--- config.mk ---
export PLATFORM = sky130hd
export DESIGN_NAME = fifo_stream_reader
export DESIGN_NICKNAME = d
export VERILOG_FILES = /design/src/rtl/fifo_stream_reader.sv
export SDC_FILE = /design/constraint.sdc
export NUM_CORES = 1
export LEC_CHECK = 0
export BUFFER_PORTS_ARGS = -buffer_cell sky130_fd_sc_hd__buf_2
export CORE_AREA = 2 2 61 63
export DETAILED_ROUTE_END_ITERATION = 8
export DIE_AREA = 0 0 63 65
export PLACE_DENSITY = 0.73
export SYNTH_ARGS = -nofsm -noshare
export SYNTH_HDL_FRONTEND = slang
export SYNTH_SLANG_ARGS = --single-unit
--- constraint.sdc ---
create_clock -name clock -period 6.69 [get_ports clock]
set_clock_uncertainty 0.1 [all_clocks]
set_input_delay 0 -clock clock [delete_from_list [all_inputs] [get_ports clock]]
set_output_delay 0 -clock clock [all_outputs]
set_load 0.005 [all_outputs]
--- src/rtl/fifo_stream_reader.sv ---
// fifo_stream_reader
//   Read-side drain stage for an asynchronous FIFO. Runs entirely in the FIFO
//   read-clock domain. Words are popped through the FIFO r_en/empty/data_out
//   port and re-presented as a valid/ready stream from a 2-entry buffer. The
//   buffer lets the consumer stall without losing or repeating data, and
//   keeps one word per clock flowing when the consumer is always ready.
//
// Ports
//   clock       in   read-domain clock (same clock as the FIFO rclock)
//   reset       in   synchronous, active-high reset
//   fifo_empty  in   FIFO empty flag
//   fifo_r_en   out  FIFO read enable, one pop per high cycle
//   fifo_rdata  in   FIFO data_out, valid the cycle after fifo_r_en
//   m_valid     out  output word available
//   m_ready     in   consumer accepts the word (transfer on valid & ready)
//   m_data      out  output word, held while m_valid=1 and m_ready=0
//   word_count  out  completed output transfers, modulo 2^COUNT_WIDTH
//   busy        out  buffer non-empty or a FIFO read in flight
module fifo_stream_reader #(
  parameter int DATA_WIDTH  = 8,
  parameter int COUNT_WIDTH = 16
) (
  input  logic                   clock,
  input  logic                   reset,
  input  logic                   fifo_empty,
  output logic                   fifo_r_en,
  input  logic [DATA_WIDTH-1:0]  fifo_rdata,
  output logic                   m_valid,
  input  logic                   m_ready,
  output logic [DATA_WIDTH-1:0]  m_data,
  output logic [COUNT_WIDTH-1:0] word_count,
  output logic                   busy
);

  typedef enum logic [1:0] {
    OCC_EMPTY = 2'd0,
    OCC_ONE   = 2'd1,
    OCC_TWO   = 2'd2
  } occ_e;

  occ_e                   occ_q, occ_d;
  logic                   inflight_q, inflight_d;
  logic                   wr_ptr_q, wr_ptr_d;
  logic                   rd_ptr_q, rd_ptr_d;
  logic [COUNT_WIDTH-1:0] word_count_q, word_count_d;
  logic [DATA_WIDTH-1:0]  mem_q [2];
  logic [DATA_WIDTH-1:0]  mem_d [2];

  logic                   pop;
  // Committed slots after this cycle: buffered words plus the word in
  // flight, minus the word leaving now. Three bits so occ=2 plus an
  // in-flight word cannot alias.
  logic [2:0]             level;

  assign m_valid    = (occ_q != OCC_EMPTY);
  assign m_data     = mem_q[rd_ptr_q];
  assign word_count = word_count_q;
  assign busy       = (occ_q != OCC_EMPTY) | inflight_q;

  always_comb begin
    pop   = m_valid & m_ready;
    level = {1'b0, occ_q} + {2'b00, inflight_q} - {2'b00, pop};
    // Crediting the pop in the same cycle is what allows back-to-back
    // reads at full rate; it makes m_ready a combinational input to r_en.
    fifo_r_en = ~reset & ~fifo_empty & (level < 3'd2);
  end

  always_comb begin
    inflight_d   = fifo_r_en;
    wr_ptr_d     = wr_ptr_q ^ inflight_q;
    rd_ptr_d     = rd_ptr_q ^ pop;
    word_count_d = word_count_q + COUNT_WIDTH'(pop);
    occ_d        = occ_q;
    case ({inflight_q, pop})
      2'b10: begin
        case (occ_q)
          OCC_EMPTY: occ_d = OCC_ONE;
          OCC_ONE:   occ_d = OCC_TWO;
          default:   occ_d = occ_q;  // capture at TWO cannot be issued
        endcase
      end
      2'b01: begin
        case (occ_q)
          OCC_TWO: occ_d = OCC_ONE;
          OCC_ONE: occ_d = OCC_EMPTY;
          default: occ_d = occ_q;    // pop needs m_valid, so never at EMPTY
        endcase
      end
      default: occ_d = occ_q;        // none, or capture and pop together
    endcase
  end

  always_ff @(posedge clock) begin
    if (reset) begin
      occ_q        <= OCC_EMPTY;
      inflight_q   <= 1'b0;
      wr_ptr_q     <= 1'b0;
      rd_ptr_q     <= 1'b0;
      word_count_q <= '0;
    end else begin
      occ_q        <= occ_d;
      inflight_q   <= inflight_d;
      wr_ptr_q     <= wr_ptr_d;
      rd_ptr_q     <= rd_ptr_d;
      word_count_q <= word_count_d;
    end
  end

  // Buffer slots. A slot is written only when the returning word targets it;
  // with capture and pop at ONE the write lands in the slot not being read.
  for (genvar gi = 0; gi < 2; gi++) begin : g_slot
    always_comb begin
      mem_d[gi] = mem_q[gi];
      if (inflight_q && (wr_ptr_q == 1'(gi))) begin
        mem_d[gi] = fifo_rdata;
      end
    end

    always_ff @(posedge clock) begin
      if (reset) begin
        mem_q[gi] <= '0;
      end else begin
        mem_q[gi] <= mem_d[gi];
      end
    end
  end

endmodule

==> results.md, run 1 <==
| Parameter | Value |
|:---|:---|
| Result of the run | completed |
| Setup violators final | 0 |
| Area of the core | 0.00350 mm^2 |
| Share of the clock period used by the worst path | 42.0% |
| Switching power as a share of total power | 26.6% |
| Last weighted congestion value of the routability-driven placer | 0.820 |
| Sort of element at the end of the critical path | output port |
| Initial Utilization | 47.8% |
| Portion of the post-synthesis area used by sequential elements | 53.9% |
| Unrepaired setup endpoints after global routing | no |
| Skew-Pair Late Insertion Delay | 0.34 ns |
| CTS buffer count | 5 |
| Max Fanout on Critical Path | 9 |
| Startpoint of the worst-slack reg-to-reg timing path | occ_q[1] |
| WL final | 3330 um |
| First-pass iteration count of the detailed router | 4 |
| Total internal power | 404 uW |
| Arrival time of data at the critical path endpoint | 2.71 ns |
| Number of standard-cell rows in the floorplan | 22 |
| Leak pwr | 0.888 nW |
| CTS sink count | 37 |
| Post-CTS repair timing setup buffer count | 0 |
| Netlist area before placement | 0.00167 mm^2 |
| Post-Route Hold Slack | 0.262 ns |
| Final global-route overflow total | 0 |
| Crit Path Category | flop to output port |
| Avg WL per Cell | 13.1 um |
| Sequential Area | 901 um^2 |
| Max capacitance violation total | 0 |
| Number of buffers inserted by port buffering | 38 |
| Min Clock Period, post-route | 2.81 ns |
| CTS root buffer | sky130_fd_sc_hd__clkbuf_4 |
| Die extent in x | 63 um |
| Share of total power in sequential cells | 50.7% |
| Longest Clk Path Bufs | 2 |
| Number of max-slew violations in the final report | 0 |
| Area occupied by multi-input gates | 743 um^2 |
| Final-layout setup total negative slack | 0 ns |
| Top FF cell, synth | sky130_fd_sc_hd__dfxtp_1 |
| Vias per inst | 5.09 |
| Pin slew with the least headroom to its limit | 0.468 ns |
| Distinct cell type count after synthesis | 26 |
| Share of layout cells above drive strength 1 | 28.5% |
| Filler cell count | 311 |
| Syn Nets | 171 |
| Largest vdd supply drop | 161 uV |
| Placement-stage cell area | 0.00191 mm^2 |
| Count of antenna-violating nets left after detailed routing | 0 |
| Critical hold path startpoint | fifo_empty |
| Synthesized area per cell | 10.9 um^2 |
| Final HPWL DP | 2320 um |
| Number of nets in the final layout | 224 |
| Upper clock frequency limit | 356 MHz |
| Antenna diode instance count | 0 |
| Via count of the routed design | 1298 |
| Clk pin slew, worst setup/hold paths | 0.10 ns |
| Chip height | 65 um |
| Post-cts gate resize count | 0 |
| First-pass GRT wire length | 5540 um |
| Fraction of registers with async set/reset | 0% |
| Post-Syn Instances | 153 |
| Kind of path behind the tightest hold check | input port to flop |
| Yosys Warn Count | 0 |
| Initial antenna violation count | 0 |
| Cell area power density | 261 mW/mm^2 |
| CTS tree | yes |
| Sw Pwr | 146 uW |
| Number of flip-flops and latches in the synthesized netlist | 37 |
| Number of ports placed on the die boundary | 39 |
| Number of flops mapped to enable cells by yosys | 16 |
| Total number of H-tree levels | 2 |
| Post-detailed-route DRC marker count | 0 |
| Number of global-route vias before repair | 1302 |
| Synthesis-to-layout area growth | 26.3% |
| Maximum number of pins on one net before global-route repair | 27 |
| Total count of hold-check failures in the final report | 0 |
| Post-layout instance area | 0.00211 mm^2 |
| Max-Slew Margin vs Limit | 68.7% |
| Combinational share of power | 21.3% |
| GRT Overall Usage | 17.8% |
| Worst EP required | 6.59 ns |
| Total die area | 0.00410 mm^2 |
| Iter 0 DRT Violations | 47 |
| Portion of total power attributed to the clock network | 28.1% |
| Category of the worst setup path launch point | flop |
| Startpoint of the most critical setup path | occ_q[1] |
[registers in the layout, summed over array words and instances (netlist names)]
signal and cells:
occ_q 2, mem_q 16, wr_ptr_q 1, inflight_q 1
word_count 16, rd_ptr_q 1
[final cells by class]
type,instances,area share [%]
Clock buffer,5,1.78
Clock inverter,3,2.19
Inverter,3,0.534
Multi-Input combinational cell,109,35.2
Sequential cell,37,42.7
Tap cell,48,2.85
Timing Repair Buffer,50,14.7
[per-layer routing]
layer  vias up  routed length, um  GRT usage [%]
met4         0                 70           9.17
met1       622               1400           19.6
met2        25               1720           31.1
li1        643                  -              -
met3         8                131           5.38
met5         -                  0              0
[cells in the mapped netlist (4+ instances only)]
master,number,area [um^2]
sky130_fd_sc_hd__a21oi_1,4,20.0
sky130_fd_sc_hd__and2_1,16,100
sky130_fd_sc_hd__clkbuf_1,4,15.0
sky130_fd_sc_hd__dfxtp_1,21,420
sky130_fd_sc_hd__edfxtp_1,16,480
sky130_fd_sc_hd__ha_1,5,62.6
sky130_fd_sc_hd__mux2_2,9,101
sky130_fd_sc_hd__nand2_1,4,15.0
sky130_fd_sc_hd__nand3_1,5,25.0
sky130_fd_sc_hd__nand4_1,7,43.8
sky130_fd_sc_hd__nor2_1,19,71.3
sky130_fd_sc_hd__nor2b_1,4,25.0
sky130_fd_sc_hd__nor4_1,4,25.0
sky130_fd_sc_hd__xnor2_1,8,70.1
sky130_fd_sc_hd__xor2_1,6,52.6
[worst paths after layout]
kind / end / cells past startpoint / slack [ns]
hold / removal: inflight_q / 3 / 0.26
hold reg to reg: word_count[15] / 2 / 0.38
setup / recovery: fifo_r_en / 8 / 3.88
setup reg to reg: inflight_q / 7 / 4.33
[metrics by stage]
| step | instances | setup slack, ns | util (%) | power [mW] |
|---|---|---|---|---|
| after floorplan | 153 | 4.40 | - | 0.350 |
| final | 255 | 3.88 | 60.3 | 0.550 |
| after detailed placement | 235 | 4.28 | 54.5 | 0.392 |
| after global routing | 255 | 3.68 | 60.3 | 0.584 |
| after global placement | 235 | 4.41 | 54.5 | 0.384 |
| after CTS | 255 | 3.88 | 60.3 | 0.555 |
[logic make-up (layout without fill, tap and decap cells)]
| group | after synthesis | count (layout) | share of synthesized area [%] |
|---|---|---|---|
| AND/OR/NAND/NOR | 73 | 73 | 23.9 |
| adder cells (fa/ha/maj) | 6 | 6 | 4.94 |
| flip-flops | 37 | 37 | 53.9 |
| XOR/XNOR | 14 | 14 | 7.34 |
| multiplexers | 9 | 9 | 6.07 |
| buffers and inverters | 7 | 61 | 1.57 |
| AO/OA/AOI/OAI | 7 | 7 | 2.25 |
[power groups by stage]
stage	Clock (mW)	Combinational [mW]	Sequential [mW]
floorplan	0	0.0773	0.273
global placement	0	0.103	0.281
detailed placement	0	0.109	0.284
CTS	0.159	0.117	0.279
global route	0.170	0.132	0.282
finish	0.155	0.117	0.279
[worst max-delay path: stages, from the launching register on]
cell and delay, ns:
sky130_fd_sc_hd__dfxtp_1 0.42, sky130_fd_sc_hd__or2_2 0.34, sky130_fd_sc_hd__nand2_1 0.15, sky130_fd_sc_hd__ha_1 0.29, sky130_fd_sc_hd__nand2b_1 0.19, sky130_fd_sc_hd__fa_1 0.39, sky130_fd_sc_hd__xor2_1 0.17, sky130_fd_sc_hd__nor4b_1 0.27
sky130_fd_sc_hd__buf_2 0.17
[what timing repair did]
action,4_1_cts,5_1_grt
setup endpoints to repair,0,0
hold endpoints to repair,35,0
hold buffers,12,0
[layout by cell type (no fill, tap or decap), drive strengths merged]
cell type / n
a21oi: 4
and2: 16
and4: 1
buf: 38
bufinv: 1
clkbuf: 5
clkinv: 1
clkinvlp: 1
dfxtp: 21
dlygate4sd3: 12
edfxtp: 16
fa: 1
ha: 5
inv: 3
mux2: 9
nand2: 4
nand2b: 2
nand3: 5
nand4: 7
nor2: 19
nor2b: 4
nor3: 3
nor4: 4
nor4b: 2
o21ai: 2
o31ai: 1
or2: 3
or3: 2
or4: 1
xnor2: 8
xor2: 6
Power figures use the tool's default switching activity.
==> inputs of run 2 (changes only) <==
==> constraint.sdc (replaced) <==
create_clock -name clock -period 2.9 [get_ports clock]
set_clock_uncertainty 0.1 [all_clocks]
set_input_delay 0 -clock clock [delete_from_list [all_inputs] [get_ports clock]]
set_output_delay 0 -clock clock [all_outputs]
set_load 0.005 [all_outputs]
==> results.md, run 2 (synthesis gave the netlist of run 1 again) <==
| Parameter | Value | vs previous |
|:---|:---|:---|
| Result of the run | completed |  |
| Avg WL per Cell | 13.0 um | -0.72% |
| Final cell count without fillers | 255 | unchanged |
| Cell class contributing the biggest share of worst-path delay | simple AND/OR/NAND/NOR gates |  |
| Max capacitance violation total | 0 | unchanged |
| Startpoint of the worst-slack reg-to-reg timing path | occ_q[1] |  |
| Leak pwr | 0.891 nW | +0.33% |
| Share of layout cells above drive strength 1 | 29.5% | +0.97 points |
| Arrival time of data at the critical path endpoint | 2.59 ns | -0.12 ns |
| Number of max-slew violations in the final report | 0 | unchanged |
| Largest vdd supply drop | 376 uV | +130% |
| Max-Slew Margin vs Limit | 68.7% | about the same |
| First-pass GRT wire length | 5540 um | unchanged |
| Met3 routed WL | 141 um | +7.6% |
| Number of buffers inserted by port buffering | 38 | unchanged |
| Met2 Routed Length | 1720 um | -0.35% |
| Number of buffers and inverters on the critical path | 1 | unchanged |
| First-pass iteration count of the detailed router | 4 | unchanged |
| Termination of the worst setup path | fifo_r_en |  |
| Most frequent standard cell in the layout excluding fill and tap cells | sky130_fd_sc_hd__buf_2 |  |
| Chip height | 65 um | unchanged |
| Last weighted congestion value of the routability-driven placer | 0.820 | unchanged |
| R2R setup slack | 0.60 ns | -3.73 ns |
| CTS buffer count | 5 | unchanged |
| Worst EP required | 2.80 ns | -3.79 ns |
| CTS tree | yes |  |
| Antenna diode instance count | 0 | unchanged |
| Count of antenna-violating nets left after detailed routing | 0 | unchanged |
| Number of nets in the final layout | 224 | unchanged |
| Final HPWL DP | 2320 um | unchanged |
| Kind of path behind the tightest hold check | input port to flop |  |
| Total number of H-tree levels | 2 | unchanged |
| Total die area | 0.00410 mm^2 | unchanged |
| Die extent in x | 63 um | unchanged |
| Slowest stage cell, crit path | sky130_fd_sc_hd__fa_1 |  |
| Initial antenna violation count | 0 | unchanged |
| Via count of the routed design | 1303 | +0.39% |
| Met1 WL | 1380 um | -1.9% |
| Final-layout setup total negative slack | 0 ns | unchanged |
| R2r endpoint | inflight_q |  |
| Final global-route overflow total | 0 | unchanged |
| Post-detailed-route DRC marker count | 0 | unchanged |
| Cell area power density | 601 mW/mm^2 | +130% |
| Pwr Total | 1.27 mW | +130% |
| Skew-Pair Late Insertion Delay | 0.34 ns | about the same |
| Initial Utilization | 47.8% | unchanged |
| Maximum number of pins on one net before global-route repair | 27 | unchanged |
| Number of standard-cell rows in the floorplan | 22 | unchanged |
| Area of the core | 0.00350 mm^2 | unchanged |
| Synthesis-to-layout area growth | 26.7% |  |
| Logic depth of the worst setup path including buffers | 8 | unchanged |
| Filler cell count | 309 | -0.64% |
| DP Cell Count | 235 | unchanged |
| Vias per inst | 5.11 | +0.39% |
| Share of the clock period used by the worst path | 92.9% |  |
| WL final | 3310 um | -0.72% |
| Setup violators final | 0 | unchanged |
| Chain of cells forming the critical path | or2_2 -> nand2_1 -> ha_1 -> nand2b_1 -> fa_1 -> xor2_1 -> nor4b_2 -> buf_2 |  |
| Sort of element at the end of the critical path | output port |  |
| Iter 0 DRT Violations | 43 | -8.5% |
| Length in cells of the worst reg-to-reg path | 7 | unchanged |
| Crit Path Category | flop to output port |  |
| Longest Clk Path Bufs | 2 | unchanged |
| Max Used Layer | met4 |  |
| Commonest cells after routing, fill and taps aside | sky130_fd_sc_hd__buf_2 (38), sky130_fd_sc_hd__dfxtp_1 (20), sky130_fd_sc_hd__nor2_1 (19) |  |
| Startpoint of the most critical setup path | occ_q[1] |  |
| Total count of hold-check failures in the final report | 0 | unchanged |
| Number of global-route vias before repair | 1302 | unchanged |
| GRT Overall Usage | 17.8% | unchanged |
| Unrepaired setup endpoints after global routing | no |  |
| CTS root buffer | sky130_fd_sc_hd__clkbuf_4 |  |
| Number of ports placed on the die boundary | 39 | unchanged |
| Largest incremental delay on the critical path | 0.39 ns | -0.03 ns |
| Clk pin slew, worst setup/hold paths | 0.10 ns | about the same |
| Upper clock frequency limit | 371 MHz |  |
| Pin slew with the least headroom to its limit | 0.468 ns | +0.00000465 ns |
| Min Clock Period, post-route | 2.69 ns |  |
| Post-CTS repair timing setup buffer count | 0 | unchanged |
| Category of the worst setup path launch point | flop |  |
| CTS sink count | 37 | unchanged |
| Max Fanout on Critical Path | 9 | unchanged |
run 2: changes by cell type in the layout (fill, tap and decap cells not counted):
cell,previous run,this run
sky130_fd_sc_hd__dfxtp_2,0,1
sky130_fd_sc_hd__nor4b_2,0,1
sky130_fd_sc_hd__dfxtp_1,21,20
sky130_fd_sc_hd__nor4b_1,2,1
run 2: cell type report:
type	instances	area (um^2)	area share [%]
inverters	3	11.3	0.532
multi-input cells	109	749	35.4
well taps	48	60.1	2.84
flip-flops and latches	37	902	42.6
clock buffers	5	37.5	1.77
clock inverters	3	46.3	2.19
repair buffers	50	310	14.7
run 2: tightest hold or removal path: stages:
cell	delay [ns]
sky130_fd_sc_hd__dlygate4sd3_1	0.51
sky130_fd_sc_hd__buf_2	0.11
sky130_fd_sc_hd__nor4b_1	0.04
run 2: metrics by stage:
stage	worst slack (ns)	area, um^2	hold slack, ns	utilization (%)
2_1_floorplan	0.611	1670	-0.0666	-
3_3_place_gp	0.622	1910	0.0786	54.5
3_5_place_dp	0.491	1910	0.0858	54.5
4_1_cts	0.0856	2110	0.242	60.3
5_1_grt	0.0468	2120	0.258	60.6
6_report	0.206	2120	0.272	60.6
run 2: worst min path at each step:
stage / cells past startpoint / from / slack [ns] / endpoint
final: 3 / fifo_empty / 0.27 / inflight_q
after detailed placement: 2 / fifo_empty / 0.09 / inflight_q
after global routing: 3 / fifo_empty / 0.26 / inflight_q
after global placement: 2 / fifo_empty / 0.08 / inflight_q
after floorplan: 1 / fifo_empty / -0.07 / fifo_r_en
after CTS: 3 / fifo_empty / 0.24 / inflight_q
run 2: where the power goes:
group          switching [mW]  internal, mW
clock                   0.174         0.183
sequential             0.0439         0.600
combinational           0.120         0.152
run 2: what timing repair did:
item,4_1_cts,5_1_grt
hold buffers,12,0
endpoints found under the setup margin,0,1
gates resized for setup,0,2
endpoints found under the hold margin,35,0
run 2: metal layers:
| layer | track usage [%] | vias to the layer above |
|---|---|---|
| li1 | - | 644 |
| met2 | 31.1 | 29 |
| met5 | 0 | - |
| met3 | 5.38 | 8 |
| met4 | 9.17 | 0 |
| met1 | 19.6 | 622 |
==> inputs of run 3 (changes only) <==
==> constraint.sdc (replaced) <==
create_clock -name clock -period 2.9 [get_ports clock]
set_clock_uncertainty 0.1 [all_clocks]
set_input_delay 0.58 -clock clock [delete_from_list [all_inputs] [get_ports clock]]
set_output_delay 0.58 -clock clock [all_outputs]
set_load 0.005 [all_outputs]
==> results.md, run 3 (synthesis gave the netlist of run 1 again) <==
| Parameter | Value | vs previous |
|:---|:---|:---|
| Result of the run | finished with violations |  |
| Violations in the final reports | negative setup slack |  |
| CTS sink count | 37 | unchanged |
| WL final | 3330 um | +0.67% |
| CTS buffer count | 5 | unchanged |
| Vias per inst | 5.12 | +0.14% |
| Leak pwr | 0.878 nW | -1.4% |
| Final global-route overflow total | 0 | unchanged |
| Max-Slew Margin vs Limit | 66.2% | -2.5 points |
| Crit Path Category | flop to output port |  |
| Antenna diode instance count | 0 | unchanged |
| Final HPWL DP | 2410 um | +4.2% |
| Portion of total power attributed to the clock network | 27.6% | -0.4 points |
| Share of total power in sequential cells | 48.4% | -2.2 points |
| Number of global-route vias before repair | 1255 | -3.6% |
| Skew-Pair Late Insertion Delay | 0.34 ns | about the same |
| Switching power as a share of total power | 27.3% | +0.77 points |
| Commonest cells after routing, fill and taps aside | sky130_fd_sc_hd__buf_2 (38), sky130_fd_sc_hd__nor2_1 (19), sky130_fd_sc_hd__dfxtp_1 (19) |  |
| Max Fanout on Critical Path | 4 | -5 |
| Post-layout instance area | 0.00207 mm^2 | -2.2% |
| Total number of H-tree levels | 2 | unchanged |
| Synthesis-to-layout area growth | 24.0% |  |
| Unrepaired setup endpoints after global routing | yes |  |
| Min Clock Period, post-route | 2.97 ns | +0.279 ns |
| Pin slew with the least headroom to its limit | 0.506 ns | +0.0380 ns |
| Largest vdd supply drop | 411 uV | +9.4% |
| Placement-stage cell area | 0.00192 mm^2 | +0.79% |
| Cell area power density | 639 mW/mm^2 | +6.3% |
| Final setup slack of the worst path | -0.0732 ns | -0.279 ns |
| First-pass GRT wire length | 5500 um | -0.74% |
| Area of the core | 0.00350 mm^2 | unchanged |
| Number of max-slew violations in the final report | 0 | unchanged |
| Initial antenna violation count | 0 | unchanged |
| Maximum number of pins on one net before global-route repair | 27 | unchanged |
| Avg WL per Cell | 13.4 um | +3.5% |
| Post-Route Hold Slack | 0.324 ns | +0.0518 ns |
| Iter 0 DRT Violations | 23 | -47% |
| First-pass iteration count of the detailed router | 4 | unchanged |
| Number of nets in the final layout | 217 | -3.1% |
| Number of standard-cell rows in the floorplan | 22 | unchanged |
| Most frequent standard cell in the layout excluding fill and tap cells | sky130_fd_sc_hd__buf_2 |  |
| CTS tree | yes |  |
| Filler cell count | 328 | +6.1% |
| Number of ports placed on the die boundary | 39 | unchanged |
| Category of the worst setup path launch point | flop |  |
| Arrival time of data at the critical path endpoint | 2.29 ns | -0.30 ns |
| Die extent in x | 63 um | unchanged |
| Sort of element at the end of the critical path | output port |  |
| Chip height | 65 um | unchanged |
| Sw Pwr | 361 uW | +7.0% |
| GRT Overall Usage | 17.6% | -0.23 points |
| CTS root buffer | sky130_fd_sc_hd__clkbuf_4 |  |
| Initial Utilization | 47.8% | unchanged |
| Post-detailed-route DRC marker count | 0 | unchanged |
| Count of antenna-violating nets left after detailed routing | 0 | unchanged |
| Total die area | 0.00410 mm^2 | unchanged |
| Setup WS pre-CTS | 0.000133 ns | -0.491 ns |
| Share of the clock period used by the worst path | 103% | +9.6 points |
| Via count of the routed design | 1269 | -2.6% |
| Clk pin slew, worst setup/hold paths | 0.12 ns | +0.02 ns |
| Combinational share of power | 24.0% | +2.6 points |
| Last weighted congestion value of the routability-driven placer | 0.841 | +2.6% |
| Total internal power | 961 uW | +2.9% |
| Kind of path behind the tightest hold check | input port to flop |  |
| Upper clock frequency limit | 336 MHz | -9.4% |
| Setup violators final | 1 | +1 |
| Max capacitance violation total | 0 | unchanged |
| Number of buffers inserted by port buffering | 38 | unchanged |
| Worst EP required | 2.22 ns | -0.58 ns |
| Longest Clk Path Bufs | 2 | unchanged |
| Total count of hold-check failures in the final report | 0 | unchanged |
| Share of layout cells above drive strength 1 | 35.5% | +6.0 points |
==> run 3: what timing repair did <==
item / CTS / global route
pin swaps: 2 / 1
resized for setup: 9 / 1
endpoints found under the setup margin: 1 / 1
cloned: 0 / 0
hold buffers: 0 / 0
setup buffers: 2 / 1
==> run 3: power by group through the flow <==
stage | registers [mW] | logic (mW) | clock network [mW]
2_1_floorplan | 0.630 | 0.178 | 0
3_3_place_gp | 0.644 | 0.247 | 0
3_5_place_dp | 0.651 | 0.264 | 0
4_1_cts | 0.641 | 0.313 | 0.371
5_1_grt | 0.648 | 0.356 | 0.393
6_report | 0.640 | 0.317 | 0.365
==> run 3: final timing paths <==
| kind | from | end | slack [ns] | depth (start not counted) |
|---|---|---|---|---|
| max reg2reg | occ_q[1] | word_count[12] | 0.68 | 11 |
| max | occ_q[1] | fifo_r_en | -0.07 | 8 |
| min | fifo_empty | inflight_q | 0.32 | 2 |
| min reg2reg | word_count[15] | word_count[15] | 0.40 | 2 |
==> run 3: area by class of cell <==
type | count | area (um^2) | area share [%]
clock buffer | 5 | 37.5 | 1.81
clock inverter | 3 | 46.3 | 2.24
inverter | 3 | 11.3 | 0.544
multi-input combinational | 109 | 782 | 37.8
sequential | 37 | 906 | 43.7
tap | 48 | 60.1 | 2.90
timing repair buffer | 43 | 228 | 11.0
==> run 3: metal layers <==
layer  global-route usage (%)  up-vias  share of wire (%)
li1                         -      628                  -
met1                     19.6      608                 40
met2                     30.9       25                 53
met3                     5.38        8                4.4
met4                     8.06        0                2.2
met5                        0        -                  0
==> run 3: metrics by stage <==
step	utilization (%)	setup TNS, ns	cells	power, mW
floorplan	-	0	153	0.808
global placement	54.9	0	237	0.892
detailed placement	54.9	0	237	0.916
CTS	58.8	-0.124	247	1.32
global route	59.2	-0.170	248	1.40
finish	59.2	-0.0732	248	1.32
==> run 3: worst max-delay path, cell delays in order, from the launching register on <==
cell,delay (ns)
sky130_fd_sc_hd__dfxtp_2,0.34
sky130_fd_sc_hd__or2_4,0.26
sky130_fd_sc_hd__nand2_4,0.07
sky130_fd_sc_hd__ha_4,0.20
sky130_fd_sc_hd__nand2b_4,0.15
sky130_fd_sc_hd__fa_2,0.33
sky130_fd_sc_hd__xor2_1,0.17
sky130_fd_sc_hd__nor4b_2,0.27
sky130_fd_sc_hd__buf_2,0.17
